==> src/rtl/cpu_ctr_pkg.sv <==
// rtl/cpu_ctr_pkg.sv - state, opcode/func, ALU and mux encodings for the multicycle control unit
`timescale 1ns/1ps

package cpu_ctr_pkg;

    typedef enum logic [2:0] {
        S_IF  = 3'b000,
        S_ID  = 3'b001,
        S_EXE = 3'b010,
        S_MEM = 3'b011,
        S_WB  = 3'b100
    } state_t;

    localparam logic [5:0] OP_RTYPE = 6'b000000;
    localparam logic [5:0] OP_J     = 6'b000010;
    localparam logic [5:0] OP_JAL   = 6'b000011;
    localparam logic [5:0] OP_BEQ   = 6'b000100;
    localparam logic [5:0] OP_BNE   = 6'b000101;
    localparam logic [5:0] OP_ADDI  = 6'b001000;
    localparam logic [5:0] OP_ANDI  = 6'b001100;
    localparam logic [5:0] OP_ORI   = 6'b001101;
    localparam logic [5:0] OP_XORI  = 6'b001110;
    localparam logic [5:0] OP_LUI   = 6'b001111;
    localparam logic [5:0] OP_LW    = 6'b100011;
    localparam logic [5:0] OP_SW    = 6'b101011;

    localparam logic [5:0] FN_SLL   = 6'b000000;
    localparam logic [5:0] FN_SRL   = 6'b000010;
    localparam logic [5:0] FN_SRA   = 6'b000011;
    localparam logic [5:0] FN_JR    = 6'b001000;
    localparam logic [5:0] FN_ADD   = 6'b100000;
    localparam logic [5:0] FN_SUB   = 6'b100010;
    localparam logic [5:0] FN_AND   = 6'b100100;
    localparam logic [5:0] FN_OR    = 6'b100101;
    localparam logic [5:0] FN_XOR   = 6'b100110;

    localparam logic [3:0] ALUC_ADD = 4'b0000;
    localparam logic [3:0] ALUC_SUB = 4'b0100;
    localparam logic [3:0] ALUC_AND = 4'b0001;
    localparam logic [3:0] ALUC_OR  = 4'b0101;
    localparam logic [3:0] ALUC_XOR = 4'b0010;
    localparam logic [3:0] ALUC_LUI = 4'b0110;
    localparam logic [3:0] ALUC_SLL = 4'b0011;
    localparam logic [3:0] ALUC_SRL = 4'b0111;
    localparam logic [3:0] ALUC_SRA = 4'b1111;

    localparam logic [1:0] SRCB_REG  = 2'b00;
    localparam logic [1:0] SRCB_FOUR = 2'b01;
    localparam logic [1:0] SRCB_IMM  = 2'b10;
    localparam logic [1:0] SRCB_BR   = 2'b11;

    localparam logic [1:0] PC_ALU    = 2'b00;
    localparam logic [1:0] PC_BRANCH = 2'b01;
    localparam logic [1:0] PC_REGA   = 2'b10;
    localparam logic [1:0] PC_JUMP   = 2'b11;

    // Instruction-class summary handed from the decoder to the FSM.
    typedef struct packed {
        logic       is_valid;
        logic       is_j;
        logic       is_jal;
        logic       is_jr;
        logic       is_shift;
        logic       is_imm;
        logic       is_sext;
        logic       is_lw;
        logic       is_sw;
        logic       is_beq;
        logic       is_bne;
        logic [3:0] aluc;
    } iclass_t;

    function automatic logic branch_taken(input logic is_beq, input logic is_bne,
                                          input logic zero);
        return (is_beq & zero) | (is_bne & ~zero);
    endfunction

endpackage

==> src/rtl/cpu_ctr_decode.sv <==
// rtl/cpu_ctr_decode.sv - combinational op/func decode into instruction classes
// Shift funcs decoded only when CPUCTR_SHIFT_EN is defined.
`timescale 1ns/1ps

module cpu_ctr_decode
    import cpu_ctr_pkg::*;
(
    input  logic [5:0] op,
    input  logic [5:0] func,
    output iclass_t    cls
);

    logic rtype;
    logic r_add, r_sub, r_and, r_or, r_xor, r_jr;
    logic r_sll, r_srl, r_sra;
    logic i_addi, i_andi, i_ori, i_xori, i_lui;

    always_comb begin
        rtype  = (op == OP_RTYPE);
        r_add  = rtype && (func == FN_ADD);
        r_sub  = rtype && (func == FN_SUB);
        r_and  = rtype && (func == FN_AND);
        r_or   = rtype && (func == FN_OR);
        r_xor  = rtype && (func == FN_XOR);
        r_jr   = rtype && (func == FN_JR);
`ifdef CPUCTR_SHIFT_EN
        r_sll  = rtype && (func == FN_SLL);
        r_srl  = rtype && (func == FN_SRL);
        r_sra  = rtype && (func == FN_SRA);
`else
        r_sll  = 1'b0;
        r_srl  = 1'b0;
        r_sra  = 1'b0;
`endif
        i_addi = (op == OP_ADDI);
        i_andi = (op == OP_ANDI);
        i_ori  = (op == OP_ORI);
        i_xori = (op == OP_XORI);
        i_lui  = (op == OP_LUI);

        cls          = '0;
        cls.is_j     = (op == OP_J);
        cls.is_jal   = (op == OP_JAL);
        cls.is_jr    = r_jr;
        cls.is_lw    = (op == OP_LW);
        cls.is_sw    = (op == OP_SW);
        cls.is_beq   = (op == OP_BEQ);
        cls.is_bne   = (op == OP_BNE);
        cls.is_shift = r_sll | r_srl | r_sra;
        cls.is_imm   = i_addi | i_andi | i_ori | i_xori | i_lui;
        cls.is_sext  = i_addi | cls.is_lw | cls.is_sw | cls.is_beq | cls.is_bne;
        cls.is_valid = r_add | r_sub | r_and | r_or | r_xor | r_jr | cls.is_shift |
                       cls.is_imm | cls.is_j | cls.is_jal | cls.is_lw | cls.is_sw |
                       cls.is_beq | cls.is_bne;

        // Address arithmetic (lw/sw) falls through to the add default.
        if (r_sub | cls.is_beq | cls.is_bne) cls.aluc = ALUC_SUB;
        else if (r_and | i_andi)             cls.aluc = ALUC_AND;
        else if (r_or | i_ori)               cls.aluc = ALUC_OR;
        else if (r_xor | i_xori)             cls.aluc = ALUC_XOR;
        else if (i_lui)                      cls.aluc = ALUC_LUI;
        else if (r_sll)                      cls.aluc = ALUC_SLL;
        else if (r_srl)                      cls.aluc = ALUC_SRL;
        else if (r_sra)                      cls.aluc = ALUC_SRA;
        else                                 cls.aluc = ALUC_ADD;
    end

endmodule

==> src/rtl/cpu_ctr.sv <==
// rtl/cpu_ctr.sv - multicycle MIPS-subset control FSM (IF/ID/EXE/MEM/WB), Mealy outputs
// Optional shift decode enabled by CPUCTR_SHIFT_EN.
`timescale 1ns/1ps

module cpu_ctr
    import cpu_ctr_pkg::*;
(
    input  logic       clk,
    input  logic       clrn,
    input  logic [5:0] op,
    input  logic [5:0] func,
    input  logic       zero,
    output logic       wpc,
    output logic       wir,
    output logic       wmem,
    output logic       wreg,
    output logic       iord,
    output logic       regrt,
    output logic       jal,
    output logic       m2reg,
    output logic       shift,
    output logic       alusrca,
    output logic [1:0] alusrcb,
    output logic       sext,
    output logic [1:0] pcsource,
    output logic [3:0] aluc,
    output logic [2:0] state
);

    state_t  cur;
    iclass_t cls;
    logic    is_jump;
    logic    is_mem;
    logic    is_branch;
    logic    taken;

    cpu_ctr_decode u_decode (
        .op   (op),
        .func (func),
        .cls  (cls)
    );

    assign is_jump   = cls.is_j | cls.is_jal | cls.is_jr;
    assign is_mem    = cls.is_lw | cls.is_sw;
    assign is_branch = cls.is_beq | cls.is_bne;
    assign taken     = branch_taken(cls.is_beq, cls.is_bne, zero);
    assign state     = cur;

    always_ff @(posedge clk or negedge clrn) begin
        if (!clrn) begin
            cur <= S_IF;
        end else begin
            unique case (cur)
                S_IF:  cur <= S_ID;
                // Jumps finish here; undefined encodings also retire here as a nop.
                S_ID:  cur <= (is_jump || !cls.is_valid) ? S_IF : S_EXE;
                S_EXE: begin
                    if (is_branch)   cur <= S_IF;
                    else if (is_mem) cur <= S_MEM;
                    else             cur <= S_WB;
                end
                S_MEM: cur <= cls.is_lw ? S_WB : S_IF;
                S_WB:  cur <= S_IF;
                default: cur <= S_IF;
            endcase
        end
    end

    // Outputs follow state and the live op/func/zero; all held low while in reset.
    always_comb begin
        wpc      = 1'b0;
        wir      = 1'b0;
        wmem     = 1'b0;
        wreg     = 1'b0;
        iord     = 1'b0;
        regrt    = 1'b0;
        jal      = 1'b0;
        m2reg    = 1'b0;
        shift    = 1'b0;
        alusrca  = 1'b0;
        alusrcb  = SRCB_REG;
        sext     = 1'b0;
        pcsource = PC_ALU;
        aluc     = ALUC_ADD;
        if (clrn) begin
            unique case (cur)
                S_IF: begin
                    wpc     = 1'b1;
                    wir     = 1'b1;
                    alusrcb = SRCB_FOUR;
                end
                S_ID: begin
                    if (cls.is_jr) begin
                        wpc      = 1'b1;
                        pcsource = PC_REGA;
                    end else if (cls.is_j || cls.is_jal) begin
                        wpc      = 1'b1;
                        pcsource = PC_JUMP;
                        wreg     = cls.is_jal;
                        jal      = cls.is_jal;
                    end else if (cls.is_valid) begin
                        // Branch target computed speculatively for every non-jump.
                        alusrcb  = SRCB_BR;
                        sext     = 1'b1;
                    end
                end
                S_EXE: begin
                    alusrca = 1'b1;
                    shift   = cls.is_shift;
                    alusrcb = (cls.is_imm || is_mem) ? SRCB_IMM : SRCB_REG;
                    sext    = cls.is_sext;
                    aluc    = cls.aluc;
                    if (is_branch && taken) begin
                        wpc      = 1'b1;
                        pcsource = PC_BRANCH;
                    end
                end
                S_MEM: begin
                    iord = 1'b1;
                    wmem = cls.is_sw;
                end
                S_WB: begin
                    wreg  = 1'b1;
                    regrt = cls.is_imm | cls.is_lw;
                    m2reg = cls.is_lw;
                end
                default: ;
            endcase
        end
    end

endmodule

==> config.mk <==
export PLATFORM = sky130hd
export DESIGN_NAME = cpu_ctr
export DESIGN_NICKNAME = d
export VERILOG_FILES = /design/src/rtl/cpu_ctr_pkg.sv /design/src/rtl/cpu_ctr_decode.sv /design/src/rtl/cpu_ctr.sv
export SDC_FILE = /design/constraint.sdc
export NUM_CORES = 1
export LEC_CHECK = 0
export BUFFER_PORTS_ARGS = -buffer_cell sky130_fd_sc_hd__buf_2
export CAP_MARGIN = 20
export CORE_MARGIN = 2
export CORE_UTILIZATION = 45
export CTS_CLUSTER_DIAMETER = 200
export DETAILED_ROUTE_END_ITERATION = 16
export PLACE_DENSITY = 0.83
export SLEW_MARGIN = 20
export SYNTH_ARGS = -nofsm -noshare
export SYNTH_HDL_FRONTEND = slang
export SYNTH_SLANG_ARGS = --single-unit
==> constraint.sdc <==
create_clock -name clk -period 3.4 [get_ports clk]
set_clock_uncertainty 0.1 [all_clocks]
set_input_delay 0.34 -clock clk [delete_from_list [all_inputs] [get_ports clk]]
set_output_delay 0.34 -clock clk [all_outputs]
set_load 0.05 [all_outputs]
==> reports/qor.log <==
[critical_path] Slowest-stage cell, CP sky130_fd_sc_hd__dlygate4sd3_1
[timing] final setup violation count 0
[yosys] number of different library cells in the post-synthesis netlist 36
[die] die area 1680 µm²
[detailed_routing] vias per std cell 5.68
[timing] unrepaired setup endpoints after global routing false
[die] Die Ht 41.0 µm
[clock_network] sink count of the clock tree 3
[timing] timing-limited maximum frequency 0.375 GHz
[final_layout] synth-to-layout area growth 30.8%
[grt] vias in the first global route 679
[timing] minimum setup slack in the final design 0.731 ns
[yosys] post-synth design cell area 617 µm²
[final_layout] n_diodes 0
[job] number of max-cap violations 0
[detailed_routing] wire per inst 12.0 µm
[critical_path] critical register-to-register path startpoint state[1]
[clock_network] clock transition time at the flip-flop clock pins of the worst setup and hold paths 0.04 ns
[critical_path] data arrival time of the critical path 2.23 ns
[die] Die X 41.0 µm
[critical_path] critical path buffer and inverter count 3
[critical_path] cell breakdown of the critical path dlygate4sd3_1 > buf_2 > nand2b_1 > nand2b_1 > or3_1 > o22ai_1 > buf_2
[yosys] sequential element share of the synthesized area 0.122
[detailed_routing] Starting DRT DRC Count 24
[grt] Total GRT Usage 0.233
[critical_path] Critical Path Start clrn
[placement] worst slack at placement 1.04 ns
[yosys] Yosys reg bits 3
[clock_network] # Post-CTS Setup Buffers 0
[pwr] Power per Cell Area 412 nW/µm²
[critical_path] Critical Path Max Stage Delay 0.53 ns
[clock_network] clock root buffer sky130_fd_sc_hd__clkbuf_4
[clock_network] cts bufs inserted 3
[critical_path] Critical Path Sink Type output port
[timing] Final Hold Violating Endpoints 0
[critical_path] biggest fanout along the worst timing path 8
[grt] antenna violations before repair 0
[grt] largest net degree at the start of global routing 12
[yosys] Area contributors post-synth sky130_fd_sc_hd__dfrtp_1 12%, sky130_fd_sc_hd__nand2_1 7.3%, sky130_fd_sc_hd__nor2_1 6.7%
[yosys] yosys warns 0
[yosys] primary flip-flop cell chosen by synthesis mapping sky130_fd_sc_hd__dfrtp_1
[die] top-level I/O count 37
[detailed_routing] # DRC 0
[detailed_routing] DR vias 812
[grt] global-route wire length before repair 2.63 mm
[grt] residual overflow from global routing 0
[placement] buffers added on ports 34
[clock_network] buffer levels on the longest clock path 2
[timing] part of the cycle the worst path needs 0.785
[clock_network] latest clock arrival within the worst-skew pair 0.24 ns
[detailed_routing] sum of routed wire length over all layers 1.72 mm
[pwr] leakage power summed over all cells 0.000358 µW
[detailed_routing] count of nets left with antenna violations after detail routing 0
[final_layout] share of layout cells above drive strength 1 0.336
[yosys] ys async rst share 1.00
[die] floorplan row count 13
[outcome] result of the run finished, final reports clean
[critical_path] type of the worst setup path in2out
[clock_network] CTS tree built
[critical_path] nature of the critical path startpoint input pin
[clock_network] H-tree depth 1
[timing] post-layout min period 2.67 ns
[critical_path] reg2reg path depth 3
[critical_path] slack of the worst reg-to-reg path 2.14 ns
[die] core region area 1280 µm²
[final_layout] Net count, final 144
[timing] final slew viol count 0
[yosys] Synth Instances 94
[detailed_routing] number of search-and-repair iterations in the first detailed-routing pass 4
[critical_path] worst flop-to-flop path endpoint state[1]
[critical_path] Top Family by Delay on Critical Path buffers and inverters
[die] initial core utilization 0.480
[critical_path] worst path required time 2.96 ns
[yosys] mean instance size in the synthesized netlist 6.56 µm²
[final_layout] max FFs per register 3
[pwr] Peak supply drop 0.303 mV
[placement] placer congestion estimate 0.871
[timing] Fin Setup TNS 0 ns
[yosys] cell type contributing the most total cell area after synthesis sky130_fd_sc_hd__dfrtp_1
[yosys] number of synthesized flops with an enable pin 0
[yosys] area share of the leading cell type in the synthesized netlist 0.122
[hold_path] Hold WC Path Type in2async
[placement] DP Wirelength 1.40 mm
==> metrics by stage <==
stage	hold slack, ns	total power, µW	std cells	util	instance area, µm²
after global routing	0.386	350	143	0.628	807
after global placement	0.0676	265	138	0.600	771
after CTS	0.358	333	143	0.628	807
final	0.371	332	143	0.628	807
after detailed placement	0.0709	267	138	0.600	771
after floorplan	-0.0556	223	95	-	621
==> power by group <==
group | leakage, µW | internal, µW | switching (µW)
clock | 0.0000150 | 44.1 | 20.2
sequential | 0.0000393 | 44.2 | 19.6
combinational | 0.000304 | 57.6 | 146
==> cell usage in the layout, fill, tap and decap left out, types with 2 or more instances in the layout <==
master | netlist | final
sky130_fd_sc_hd__nor2b_1 | 4 | 4
sky130_fd_sc_hd__buf_2 | 1 | 34
sky130_fd_sc_hd__conb_1 | 1 | 2
sky130_fd_sc_hd__clkbuf_4 | 0 | 3
sky130_fd_sc_hd__a31oi_1 | 3 | 3
sky130_fd_sc_hd__a21oi_1 | 7 | 7
sky130_fd_sc_hd__o22ai_1 | 3 | 3
sky130_fd_sc_hd__nor3_1 | 5 | 5
sky130_fd_sc_hd__nor2_1 | 11 | 11
sky130_fd_sc_hd__dfrtp_1 | 3 | 3
sky130_fd_sc_hd__nand2_1 | 12 | 12
sky130_fd_sc_hd__o21ai_0 | 5 | 5
sky130_fd_sc_hd__or3_1 | 3 | 3
sky130_fd_sc_hd__and2_1 | 3 | 3
sky130_fd_sc_hd__nor3b_1 | 5 | 5
sky130_fd_sc_hd__nand3_1 | 2 | 2
sky130_fd_sc_hd__nand2b_1 | 4 | 4
==> cell usage after synthesis (all sizes together) (2+ instances only) <==
library cell and number:
buf 4, dfrtp 3, or4 2, nand2b 4
o21ai 5, nor2 11, nor3b 6, clkbuf 2
or3 3, and2 3, o22ai 3, nand3 2
nand2 12, nor2b 4, nor3 6, a21oi 7
a31oi 3, a21boi 2
==> logic make-up (layout without fill, tap and decap cells) <==
kind of cell / Yosys count / in the layout / synth area share
and+or+nand+nor: 59 / 59 / 0.548
other: 1 / 2 / 0.00608
buffers and inverters: 7 / 40 / 0.0689
xor gates and xnor gates: 1 / 1 / 0.0142
DFF: 3 / 3 / 0.122
muxes: 1 / 1 / 0.0162
AOI/OAI and AO/OA: 22 / 22 / 0.225
==> worst max path at each step <==
| stage | end | slack, ns | depth (start not counted) |
|---|---|---|---|
| after floorplan | aluc[1] | 0.25 | 6 |
| after global placement | sext | 1.12 | 7 |
| after detailed placement | sext | 1.04 | 7 |
| after CTS | alusrcb[1] | 0.76 | 7 |
| after global routing | sext | 0.63 | 7 |
| final | sext | 0.73 | 7 |
==> metal layers <==
metal,part of all wire,track usage,wire length (µm),vias to the layer above
li1,-,-,-,406
met4,0.017,0.117,29,0
met3,0.065,0,112,4
met2,0.50,0.406,861,37
met5,0,0,0,-
met1,0.42,0.290,713,365
==> worst register-to-register path: stages, from the launching register on <==
cell and delay [ns]:
sky130_fd_sc_hd__dfrtp_1 0.47, sky130_fd_sc_hd__nor3b_1 0.31, sky130_fd_sc_hd__o221ai_2 0.18, sky130_fd_sc_hd__o21ai_0 0.11
==> final cells by class <==
| type | count | area [µm²] |
|---|---|---|
| multi-input combinational | 85 | 503 |
| fill | 127 | 478 |
| timing repair buffer | 35 | 180 |
| sequential | 3 | 75.1 |
| clock buffer | 4 | 26.3 |
| tap | 15 | 18.8 |
| inverter | 1 | 3.75 |
==> repair_timing <==
action | in CTS | in global routing
gates resized for setup | 0 | 0
hold buffers | 1 | 0
hold endpoints to repair | 3 | 0
Note: power is estimated with default switching activity, not from simulation.
